[src/rtl/x_shift_reg_cfg.sv]
// Parametrised multi-lane shift register with clock enable, direction, parallel load and fill counter.
// Optional rotate mode (i_rot port and logic) is built only when X_SHIFT_ROTATE_EN is defined.
module x_shift_reg_cfg #(
  parameter int WIDTH = 1,
  parameter int DEPTH = 32,
  parameter int CW    = $clog2(DEPTH + 1)
) (
  input  logic                   i_clk,
  input  logic                   i_rst,
  input  logic                   i_en,
  input  logic                   i_dir,
  input  logic [WIDTH-1:0]       i_in,
  input  logic                   i_load,
  input  logic [WIDTH*DEPTH-1:0] i_data,
`ifdef X_SHIFT_ROTATE_EN
  input  logic                   i_rot,
`endif
  output logic [WIDTH*DEPTH-1:0] o_data,
  output logic [WIDTH-1:0]       o_msb,
  output logic [WIDTH-1:0]       o_lsb,
  output logic [CW-1:0]          o_count,
  output logic                   o_full
);

  logic [WIDTH-1:0] stage_reg  [DEPTH];
  logic [WIDTH-1:0] stage_next [DEPTH];
  logic [WIDTH-1:0] up_src     [DEPTH];
  logic [WIDTH-1:0] dn_src     [DEPTH];
  logic [CW-1:0]    count_reg, count_next;
  logic             full_reg;
  logic             rot_en;

`ifdef X_SHIFT_ROTATE_EN
  assign rot_en = i_rot;
`else
  assign rot_en = 1'b0;
`endif

  // End stages take i_in on a shift, or the opposite end stage on a rotate.
  for (genvar gi = 0; gi < DEPTH; gi++) begin : g_stage
    if (gi == 0) begin : g_up_first
      assign up_src[gi] = rot_en ? stage_reg[DEPTH-1] : i_in;
    end else begin : g_up_rest
      assign up_src[gi] = stage_reg[gi-1];
    end

    if (gi == DEPTH - 1) begin : g_dn_last
      assign dn_src[gi] = rot_en ? stage_reg[0] : i_in;
    end else begin : g_dn_rest
      assign dn_src[gi] = stage_reg[gi+1];
    end

    assign stage_next[gi] = i_load ? i_data[gi*WIDTH +: WIDTH] :
                            i_en   ? (i_dir ? dn_src[gi] : up_src[gi]) :
                                     stage_reg[gi];

    assign o_data[gi*WIDTH +: WIDTH] = stage_reg[gi];
  end

  always_comb begin
    count_next = count_reg;
    if (i_load) begin
      count_next = CW'(DEPTH);
    end else if (i_en && !rot_en && (count_reg != CW'(DEPTH))) begin
      count_next = count_reg + 1'b1;
    end
  end

  always_ff @(posedge i_clk) begin
    if (i_rst) begin
      for (int i = 0; i < DEPTH; i++) begin
        stage_reg[i] <= '0;
      end
      count_reg <= '0;
      full_reg  <= 1'b0;
    end else begin
      stage_reg <= stage_next;
      count_reg <= count_next;
      // Count only moves up or reloads to DEPTH, so full is sticky until reset.
      full_reg  <= (count_next == CW'(DEPTH));
    end
  end

  assign o_msb   = stage_reg[DEPTH-1];
  assign o_lsb   = stage_reg[0];
  assign o_count = count_reg;
  assign o_full  = full_reg;

endmodule

[config.mk]
export PLATFORM = sky130hd
export DESIGN_NAME = x_shift_reg_cfg
export DESIGN_NICKNAME = d
export VERILOG_FILES = /design/src/rtl/x_shift_reg_cfg.sv
export SDC_FILE = /design/constraint.sdc
export NUM_CORES = 1
export LEC_CHECK = 0
export BUFFER_PORTS_ARGS = -buffer_cell sky130_fd_sc_hd__buf_2
export CAP_MARGIN = 20
export CORE_UTILIZATION = 53
export CTS_CLUSTER_SIZE = 16
export DETAILED_ROUTE_END_ITERATION = 12
export PLACE_DENSITY = 0.83
export SLEW_MARGIN = 20
export SYNTH_ARGS = -nofsm -noshare
export SYNTH_HDL_FRONTEND = slang
export SYNTH_SLANG_ARGS = --single-unit
[constraint.sdc]
create_clock -name i_clk -period 2.25 [get_ports i_clk]
set_input_delay 0 -clock i_clk [delete_from_list [all_inputs] [get_ports i_clk]]
set_output_delay 0 -clock i_clk [all_outputs]
set_load 0.03 [all_outputs]
==> metrics.txt <==
Vias/cell=5.338; Seq. cell area=780.7 sq um; Post CTS Setup Buffer Count=0; WL final=5493 um; Core Rows=22; relative slew slack=56.46%; global-route wire length before repair=8914 um; largest net degree at the start of global routing=37; status=finished, final reports clean; final HPWL from detailed placement=3396 um; Leakage=between 0.001 and 0.0015 uW; nets=398; Slew @ Worst Pin=0.6531 ns; Commonest cells post-synth=65 x nor2_1, 39 x dfxtp_1, 33 x a211oi_1, 33 x a21oi_1, 33 x mux2i_1; post-layout util=76.91%; Starting DRT DRC Count=66; Mean Syn Cell Area=8.147 sq um; Max clock buf depth=2; fill count=264; via count of the first global-routing pass=2,034; Peak supply drop=roughly 0.00034 V; Yosys top cell area share=between 30 and 40%; DRC viols=0; via count=around 2,200; Port Buffers=78; fmax=576.2 MHz; crit-path max FO=5; H-Tree Depth=2; CP Capture Type=flip-flop; setup ws final=0.5146 ns; Yosys warnings=0; most common cell in the netlist=nor2_1; Multi-input gate area=around 1200 sq um; Placed Cells=367; worst slack, placed=0.5624 ns; post-CTS sizing=0; Top-Level Pins=79; main area contributors after synthesis=dfxtp_1 37%, mux2i_1 15%, a211oi_1 12%, nor2_1 11%, a21oi_1 7.7%; final setup TNS=0 ns; setup skew after layout=between 0.01 and 0.015 ns; Post-CTS Hold Buffers=32; cts bufs inserted=5; Avg WL per Cell=13.56 um; Pins Over Slew Limit=0; Worst-Skew Late Latency=0.28 ns; layout cells sized above 1=around a quarter; Finished Layout Cells=between 400 and 500; CTS tree=built; WS Path Type=reg2reg; die width=65.46 um; CTS Sinks=39; iteration count of the initial detailed-routing pass=4; Post-Syn Nets=302; distinct cell type count after synthesis=27; initial antenna violation count=0; largest area contributor in the netlist=dfxtp_1; post-route ant nets=0; Worst Path Arrival=1.91 ns; register area share after synthesis=around 37%; Startpoint Class=flip-flop; Starting Density=a little under three fifths; Final GP Congestion=between 0.8 and 0.9; Hold Vio Cnt, Final=0; maxcap violations=0; RSZ-0062 raised after global routing=no; Clk pin slew, worst setup/hold paths=0.07 ns; crit path time final=1.735 ns; CP required=between 2 and 2.5 ns; Syn Std Cell Area=2135 sq um; die height=between 60 and 70 um; P&R area growth vs syn=35.87%; core box area=3771 sq um; Root Buffer=clkbuf_8; flip-flop and latch count after synthesis=39; Tcrit/Tclk final=77.13%; Pwr Density=562.9 nW/um^2; top_reg_cell synth=dfxtp_1; n_diodes=0; GR Util All Layers=26.39%; number of flops mapped to enable cells by yosys=0; share of flip-flops with an asynchronous set or reset=0%; total global routing overflow=0; die area=between 4000 and 5000 sq um; Hold Crit Class=in2reg; # setup viols final=0; post-synthesis cell count=262
logic make-up after synthesis:
| family | Yosys count | share of synthesized area [%] |
|---|---|---|
| compound gates | 73 | 23.27 |
| xor+xnor | 3 | 1.231 |
| fa+ha+maj | 2 | 1.172 |
| buf+inv | 31 | 6.859 |
| flops | 39 | 36.58 |
| mux | 33 | 15.47 |
| simple gates | 81 | 15.42 |
metrics by stage:
stage / power (uW) / hold slack, ns / area, sq um
floorplan: 1064 / 0.1447 / 2135
detailed placement: 1169 / 0.2353 / 2507
global route: 1713 / 0.2445 / 2900
CTS: 1637 / 0.2124 / 2900
global placement: 1161 / 0.2274 / 2507
finish: 1633 / 0.2187 / 2900
layout by cell type (no fill, tap or decap), types with 4 or more instances in the layout:
cell type and count:
mux2i_1 33, a211oi_1 33, inv_1 5, nand2_1 7, buf_2 78, dfxtp_1 39
dlygate4sd3_1 32, nor2_1 65, nor3_1 4, buf_4 4, clkbuf_8 5, a21oi_1 33
power by group:
| group | internal [uW] | leakage (uW) | switching [uW] | total, uW |
|---|---|---|---|---|
| logic | 177 | 0.00101 | 248 | 425 |
| registers | 734 | 0.000322 | 44.5 | 778 |
| clock network | 207 | 0.0000371 | 223 | 430 |
layer usage:
metal / track usage, % / wire, um / vias up
met4: 8.424 / 53 / 0
met5: 0 / 0 / -
met3: 5.556 / 203 / 7
met2: 46.26 / 2733 / 57
met1: 31.86 / 2503 / 982
li1: - / - / 1116
sequential cells by signal, summed over array words and instances (netlist names):
name	count
o_lsb	1
o_full	1
o_msb	1
o_count	6
o_data	30
worst max-delay path, cell delays in order, from the launching register on:
cell       delay [ns]
dfxtp_1          0.36
inv_1            0.11
ha_1             0.17
nand2_1          0.08
o41a_1           0.37
xnor2_1          0.17
a2111oi_2        0.37
layout make-up:
class | instances | area share (%)
clock buffer | 6 | 2.502
inverter | 5 | 0.6471
multi-input combinational | 192 | 41.63
sequential | 39 | 26.92
tap | 48 | 2.071
timing repair buffer | 115 | 26.23
final timing paths:
path | startpoint | endpoint | slack, ns | cells past startpoint
worst max-delay path | o_count[0] | o_full | 0.51 | 6
worst min-delay path | i_in | o_lsb | 0.22 | 5
worst max register to register | o_count[0] | o_full | 0.51 | 6
worst min register to register | o_count[2] | o_count[2] | 0.62 | 2
No activity file was read; power rests on OpenSTA's default activity.
